File: config.mk
export PLATFORM = sky130hd
export DESIGN_NAME = mem_arbiter
export DESIGN_NICKNAME = d
export VERILOG_FILES = /design/src/rtl/mem_arb_pkg.sv /design/src/rtl/arb_watchdog.sv /design/src/rtl/mem_arbiter.sv
export SDC_FILE = /design/constraint.sdc
export NUM_CORES = 1
export LEC_CHECK = 0
export ABC_AREA = 1
export BUFFER_PORTS_ARGS = -buffer_cell sky130_fd_sc_hd__buf_2
export CAP_MARGIN = 20
export CORE_MARGIN = 2
export CORE_UTILIZATION = 46
export DETAILED_ROUTE_END_ITERATION = 8
export PLACE_DENSITY_LB_ADDON = 0.1
export SYNTH_ARGS = -nofsm -noshare
export SYNTH_HDL_FRONTEND = slang
export SYNTH_SLANG_ARGS = --single-unit
File: constraint.sdc
create_clock -name clk -period 2.1 [get_ports clk]
set_clock_uncertainty 0.15 [all_clocks]
set_input_delay 0.105 -clock clk [delete_from_list [all_inputs] [get_ports clk]]
set_output_delay 0.105 -clock clk [all_outputs]
set_load 0.02 [all_outputs]
File: src/rtl/mem_arb_pkg.sv
// Shared constants for the IF/MEM memory arbiter: FSM state encoding and
// the default watchdog limit.
package mem_arb_pkg;
  localparam logic [2:0] ARB_IDLE      = 3'd0;
  localparam logic [2:0] ARB_BUSY_DATA = 3'd1;
  localparam logic [2:0] ARB_BUSY_INST = 3'd2;
  localparam logic [2:0] ARB_RESP_DATA = 3'd3;
  localparam logic [2:0] ARB_RESP_INST = 3'd4;

  localparam int TIMEOUT_DEFAULT = 255;
endpackage

File: src/rtl/arb_watchdog.sv
// Cycle counter for an outstanding memory access; expire flags the last
// cycle the access may remain in flight.
module arb_watchdog #(
  parameter int TIMEOUT = 255
) (
  input  logic clk,
  input  logic rst,
  input  logic clr,
  input  logic en,
  output logic expire
);
  logic [15:0] cnt;

  always_ff @(posedge clk) begin
    if (rst || clr) cnt <= '0;
    else if (en)    cnt <= cnt + 16'd1;
  end

  assign expire = (cnt == 16'(TIMEOUT - 1));
endmodule

File: src/rtl/mem_arbiter.sv
// Serialises IF and MEM requests onto one single-ported memory, data first,
// with a watchdog that aborts unacknowledged accesses and sets a sticky error.
module mem_arbiter
  import mem_arb_pkg::*;
#(
  parameter int ADDR_WIDTH = 32,
  parameter int DATA_WIDTH = 32,
  parameter int TIMEOUT    = TIMEOUT_DEFAULT
) (
  input  logic                  clk,
  input  logic                  rst,
  input  logic                  inst_ren,
  input  logic [ADDR_WIDTH-1:0] inst_addr,
  output logic [DATA_WIDTH-1:0] inst_data,
  output logic                  inst_stall,
  input  logic                  data_ren,
  input  logic                  data_wen,
  input  logic [ADDR_WIDTH-1:0] data_addr,
  input  logic [DATA_WIDTH-1:0] data_dout,
  output logic [DATA_WIDTH-1:0] data_din,
  output logic                  data_stall,
  output logic                  ram_cs,
  output logic                  ram_we,
  output logic [ADDR_WIDTH-1:0] ram_addr,
  output logic [DATA_WIDTH-1:0] ram_dout,
  input  logic [DATA_WIDTH-1:0] ram_din,
  input  logic                  ram_ack,
  output logic                  bus_err
);
  logic [2:0]            state;
  logic [DATA_WIDTH-1:0] result;
  logic                  busy;
  logic                  wd_expire;

  assign busy = (state == ARB_BUSY_DATA) || (state == ARB_BUSY_INST);

  // Counter runs only while an access is in flight and restarts at its end.
  arb_watchdog #(.TIMEOUT(TIMEOUT)) u_wd (
    .clk    (clk),
    .rst    (rst),
    .clr    (!busy || ram_ack || wd_expire),
    .en     (busy),
    .expire (wd_expire)
  );

  always_ff @(posedge clk) begin
    if (rst) begin
      state    <= ARB_IDLE;
      ram_cs   <= 1'b0;
      ram_we   <= 1'b0;
      ram_addr <= '0;
      ram_dout <= '0;
      result   <= '0;
      bus_err  <= 1'b0;
    end else begin
      case (state)
        ARB_IDLE: begin
          if (data_ren || data_wen) begin
            ram_addr <= data_addr;
            ram_dout <= data_dout;
            ram_we   <= data_wen;
            ram_cs   <= 1'b1;
            state    <= ARB_BUSY_DATA;
          end else if (inst_ren) begin
            ram_addr <= inst_addr;
            ram_we   <= 1'b0;
            ram_cs   <= 1'b1;
            state    <= ARB_BUSY_INST;
          end
        end
        ARB_BUSY_DATA, ARB_BUSY_INST: begin
          // Ack is checked first so a last-cycle ack is not reported as an error.
          if (ram_ack) begin
            result <= ram_we ? '0 : ram_din;
            ram_cs <= 1'b0;
            ram_we <= 1'b0;
            state  <= (state == ARB_BUSY_DATA) ? ARB_RESP_DATA : ARB_RESP_INST;
          end else if (wd_expire) begin
            result  <= '0;
            bus_err <= 1'b1;
            ram_cs  <= 1'b0;
            ram_we  <= 1'b0;
            state   <= (state == ARB_BUSY_DATA) ? ARB_RESP_DATA : ARB_RESP_INST;
          end
        end
        default: state <= ARB_IDLE;
      endcase
    end
  end

  assign inst_stall = inst_ren && (state != ARB_RESP_INST);
  assign data_stall = (data_ren || data_wen) && (state != ARB_RESP_DATA);
  assign inst_data  = (state == ARB_RESP_INST) ? result : '0;
  assign data_din   = (state == ARB_RESP_DATA) ? result : '0;
endmodule

==> impl_metrics.prom <==
# TYPE chip_impl_metric gauge
chip_impl_metric{name="cp_data_arrival_time",unit="ns"} 2.38
chip_impl_metric{name="clkSinkCount",unit=""} 118
chip_impl_metric{name="avgViaCountPerCell",unit=""} 5.10
chip_impl_metric{name="synth_seq_area_share",unit="%"} 44.5
chip_impl_metric{name="synth-edff-count",unit=""} 0
chip_impl_metric{name="post-dp-hpwl",unit="um"} 10600
chip_impl_metric{name="critical_path.max_stage_delay",unit="ns"} 0.58
chip_impl_info{name="crit_chain",value="nor2_4, nand2_4, a21oi_4, clkbuf_16, o21ai_0, a31oi_1, dlygate4sd3_1"} 1
chip_impl_metric{name="synthesis.instances",unit=""} 795
chip_impl_info{name="synthTopCellsByArea",value="sky130_fd_sc_hd__dfxtp_1 (45%), sky130_fd_sc_hd__nand2_1 (16%), sky130_fd_sc_hd__nor2_1 (11%)"} 1
chip_impl_metric{name="power_leakage",unit="nW"} 4.41
chip_impl_metric{name="worst-r2r-cell-count",unit=""} 7
chip_impl_metric{name="worstPathBufferInverterCount",unit=""} 2
chip_impl_info{name="synth_flop_type",value="sky130_fd_sc_hd__dfxtp_1"} 1
chip_impl_metric{name="drv.max_cap_violation_count",unit=""} 0
chip_impl_metric{name="timing.final.hold_violations",unit=""} 0
chip_impl_metric{name="port-buffer-count",unit=""} 266
chip_impl_metric{name="r2r_slack",unit="ns"} -0.08
chip_impl_metric{name="first_iter_violations",unit=""} 568
chip_impl_metric{name="std_cell_rows",unit=""} 39
chip_impl_metric{name="clock_insertion_delay_worst_skew",unit="ns"} 0.41
chip_impl_metric{name="timing_max_transition_violations_final",unit=""} 0
chip_impl_metric{name="grt_antenna_before_repair",unit=""} 1
chip_impl_metric{name="die_w",unit="um"} 111
chip_impl_metric{name="remaining_drc_errors",unit=""} 0
chip_impl_metric{name="layout_setup_ws",unit="ns"} -0.0785
chip_impl_metric{name="final_layout_size_suffix_gt1_share",unit="%"} 28.9
chip_impl_info{name="netlist.top_cell.by_area",value="sky130_fd_sc_hd__dfxtp_1"} 1
chip_impl_metric{name="floorplan.core_area",unit="um2"} 11300
chip_impl_metric{name="timing.hold.worst_path_depth",unit=""} 4
chip_impl_metric{name="power.switching_fraction",unit="%"} 33.0
chip_impl_metric{name="synth.yosys.warnings",unit=""} 0
chip_impl_info{name="worst-setup-path-type",value="register to register"} 1
chip_impl_metric{name="timing.final.crit_period",unit="ns"} 2.18
chip_impl_info{name="min_path_type",value="primary input to register"} 1
chip_impl_info{name="hold-path-endpoint",value="u_wd.cnt[1]$_SDFFE_PP0N_"} 1
chip_impl_info{name="crit-reg2reg-launch",value="state[2]$_SDFFE_PP0P_"} 1
chip_impl_metric{name="die-height",unit="um"} 111
chip_impl_metric{name="ys_async_sr_fraction",unit="%"} 0
chip_impl_metric{name="vias",unit=""} 6854
chip_impl_metric{name="final.setup.tns",unit="ns"} -0.260
chip_impl_metric{name="final_min_period_over_clock_period",unit="%"} 104
chip_impl_metric{name="synthesis.area_per_instance",unit="um2"} 6.67
chip_impl_metric{name="worstPathMaxFanout",unit=""} 16
chip_impl_metric{name="gpl.final_weighted_congestion",unit=""} 0.813
chip_impl_metric{name="post-layout-total-power",unit="W"} 0.00855
chip_impl_metric{name="grt_pass1_wl",unit="um"} 30200
chip_impl_metric{name="internal-power",unit="W"} 0.00573
chip_impl_metric{name="detail_route.wl_per_cell",unit="um"} 15.7
chip_impl_info{name="worstHoldStart",value="rst"} 1
chip_impl_info{name="cell_at_the_slowest_stage_of_the_critical_path",value="sky130_fd_sc_hd__dlygate4sd3_1"} 1
chip_impl_metric{name="maxSlewHeadroom",unit="%"} 62.5
chip_impl_info{name="crit_family",value="buffers and inverters"} 1
chip_impl_metric{name="p_sw",unit="W"} 0.00282
chip_impl_metric{name="design.portCount",unit=""} 267
chip_impl_info{name="kind_of_end_point_of_the_critical_path",value="register"} 1
chip_impl_info{name="crit_path_start_kind",value="register"} 1
chip_impl_metric{name="grt.total_usage",unit="%"} 29.8
chip_impl_metric{name="power.share.combinational",unit="%"} 31.1
chip_impl_metric{name="ctsLongestPathBuffers",unit=""} 2
chip_impl_metric{name="synthToLayoutAreaGrowth",unit="%"} 67.6
chip_impl_info{name="synth.most_common_cell",value="sky130_fd_sc_hd__nand2_1"} 1
chip_impl_info{name="netlist_top_cells_count",value="sky130_fd_sc_hd__nand2_1 (226), sky130_fd_sc_hd__nor2_1 (155), sky130_fd_sc_hd__dfxtp_1 (118), sky130_fd_sc_hd__inv_1 (55), sky130_fd_sc_hd__a21oi_1 (47)"} 1
chip_impl_metric{name="synth_nets",unit=""} 931
chip_impl_metric{name="antenna_left",unit=""} 0
chip_impl_metric{name="worst_setup_hold_path_clk_slew",unit="ns"} 0.06
chip_impl_metric{name="synth.lib_cells_used.distinct",unit=""} 29
chip_impl_metric{name="yosys_register_bits",unit=""} 118
chip_impl_metric{name="finalSetupViolCount",unit=""} 7
chip_impl_info{name="grt_setup_unrepaired",value="yes"} 1
chip_impl_info{name="cts_root_buf",value="sky130_fd_sc_hd__clkbuf_16"} 1
chip_impl_info{name="endpoint_of_the_most_critical_register_to_register_path",value="ram_addr[23]$_SDFFE_PP0P_"} 1
chip_impl_metric{name="tightest_slew",unit="ns"} 0.562
chip_impl_metric{name="netlist_area",unit="um2"} 5300
chip_impl_metric{name="cts_inserted_buffers",unit=""} 17
chip_impl_metric{name="hold_ws",unit="ns"} 0.0285
chip_impl_metric{name="power.clock.fraction",unit="%"} 36.2
chip_impl_metric{name="power-per-cell-area",unit="nW/um2"} 962
chip_impl_metric{name="detailedRoute.firstPassIterationCount",unit=""} 5
chip_impl_metric{name="h_tree_level_count",unit=""} 4
chip_impl_metric{name="grt_start_max_net_pins",unit=""} 67
chip_impl_metric{name="via_count_of_the_first_global_routing_pass",unit=""} 6527
chip_impl_metric{name="wl",unit="um"} 21100
chip_impl_metric{name="worstPathRequired",unit="ns"} 2.30
chip_impl_info{name="failing_checks",value="setup timing"} 1
chip_impl_metric{name="final_nets",unit=""} 1323
chip_impl_metric{name="vdd.ir_drop.worst",unit="mV"} 0.637
chip_impl_info{name="status",value="finished, violations left"} 1
chip_impl_info{name="cts_tree",value="yes"} 1
chip_impl_metric{name="max_clock_freq",unit="MHz"} 459
chip_impl_metric{name="floorplan.initialDensity",unit="%"} 46.9
chip_impl_metric{name="overflow",unit=""} 0
chip_impl_metric{name="die_footprint",unit="um2"} 12400
chip_impl_metric{name="p_seq_share",unit="%"} 32.7
chip_impl_metric{name="synth_top_area_share",unit="%"} 44.5
power by group through the flow:
stage          sequential, W  combinational, W  clock [W]
2_1_floorplan        0.00308           0.00104          0
3_3_place_gp         0.00279           0.00193          0
3_5_place_dp         0.00280           0.00193          0
4_1_cts              0.00276           0.00227    0.00310
5_1_grt              0.00283           0.00285    0.00323
6_report             0.00280           0.00266    0.00310
routing by layer:
| metal | share of wire, % | track usage [%] |
|---|---|---|
| met1 | 37 | 32.8 |
| met2 | 49 | 52.3 |
| met3 | 8.8 | 8.93 |
| met4 | 5.5 | 15.1 |
| met5 | 0 | 0 |
final cells by class:
type	count	area, um2
flip-flops and latches	118	2360
multi-input cells	568	2520
repair buffers	423	2970
inverters	59	221
clock buffers	19	453
fillers	745	2430
diodes	2	5.00
well taps	143	179
clock inverters	13	179
worst register-to-register path, cell delays in order (launching register included):
cell	delay, ns
sky130_fd_sc_hd__dfxtp_2	0.34
sky130_fd_sc_hd__nor2_4	0.15
sky130_fd_sc_hd__nand2_4	0.09
sky130_fd_sc_hd__a21oi_4	0.28
sky130_fd_sc_hd__clkbuf_16	0.24
sky130_fd_sc_hd__o21ai_0	0.10
sky130_fd_sc_hd__a31oi_1	0.19
sky130_fd_sc_hd__dlygate4sd3_1	0.58
layout by cell type (no fill, tap or decap), drive strengths merged:
| cell | netlist | routed |
|---|---|---|
| buf | 21 | 290 |
| nand2 | 228 | 228 |
| nor2 | 157 | 157 |
| dfxtp | 118 | 118 |
| dlygate4sd3 | 0 | 116 |
| inv | 58 | 57 |
| a21oi | 48 | 48 |
| nand3 | 46 | 46 |
| o21ai | 37 | 37 |
| a31oi | 33 | 33 |
| clkbuf | 29 | 22 |
| dlymetal6s4s | 0 | 14 |
| clkinv | 1 | 7 |
| nor3 | 6 | 6 |
| clkinvlp | 0 | 4 |
| bufinv | 0 | 4 |
| diode | 0 | 2 |
| xnor2 | 2 | 2 |
| or2 | 2 | 2 |
| xor2 | 2 | 2 |
| ha | 2 | 2 |
| o22ai | 1 | 1 |
| nand4 | 1 | 1 |
| nor3b | 1 | 1 |
| and3 | 1 | 1 |
| a211oi | 1 | 1 |
cells by family after synthesis:
family	share of synthesized area (%)
adder cells (fa/ha/maj)	0.472
flip-flops	44.5
buffers and inverters	8.80
AND/OR/NAND/NOR	33.1
AO/OA/AOI/OAI	12.4
XOR/XNOR	0.661
worst max path at each step:
| stage | from | slack (ns) | end | depth (start not counted) |
|---|---|---|---|---|
| global route | state[2]$_SDFFE_PP0P_ | -0.13 | ram_addr[0]$_SDFFE_PP0P_ | 7 |
| detailed placement | state[1]$_SDFFE_PP0P_ | 0.36 | u_wd.cnt[5]$_SDFFE_PP0N_ | 6 |
| CTS | state[1]$_SDFFE_PP0P_ | 0.02 | ram_addr[12]$_SDFFE_PP0P_ | 7 |
| floorplan | u_wd.cnt[0]$_SDFFE_PP0N_ | 0.45 | result[23]$_SDFFE_PP0P_ | 10 |
| global placement | u_wd.cnt[0]$_SDFFE_PP0N_ | 0.37 | result[16]$_SDFFE_PP0P_ | 10 |
| finish | state[2]$_SDFFE_PP0P_ | -0.08 | ram_addr[23]$_SDFFE_PP0P_ | 7 |
flip-flops by register name, indices dropped and copies added (netlist names):
name      cells
ram_addr     32
ram_dout     32
result       32
u_wd.cnt     16
state         3
bus_err       1
ram_cs        1
ram_we        1
per-stage QoR:
step	worst slack (ns)	instances	cell area, um2	utilization [%]
floorplan	0.447	795	5300	-
global placement	0.374	1170	6730	59.4
detailed placement	0.358	1170	6730	59.4
CTS	0.0161	1332	8670	76.5
global route	-0.125	1345	8890	78.5
finish	-0.0785	1345	8890	78.5
timing repair:
item | CTS | global route
setup buffers | 0 | 6
gates cloned | 0 | 5
pin swaps | 0 | 0
endpoints found under the setup margin | 1 | 64
hold endpoints to repair | 99 | 7
hold buffers | 130 | 7
resized for setup | 1 | 28
No activity file was read; power rests on OpenSTA's default activity.
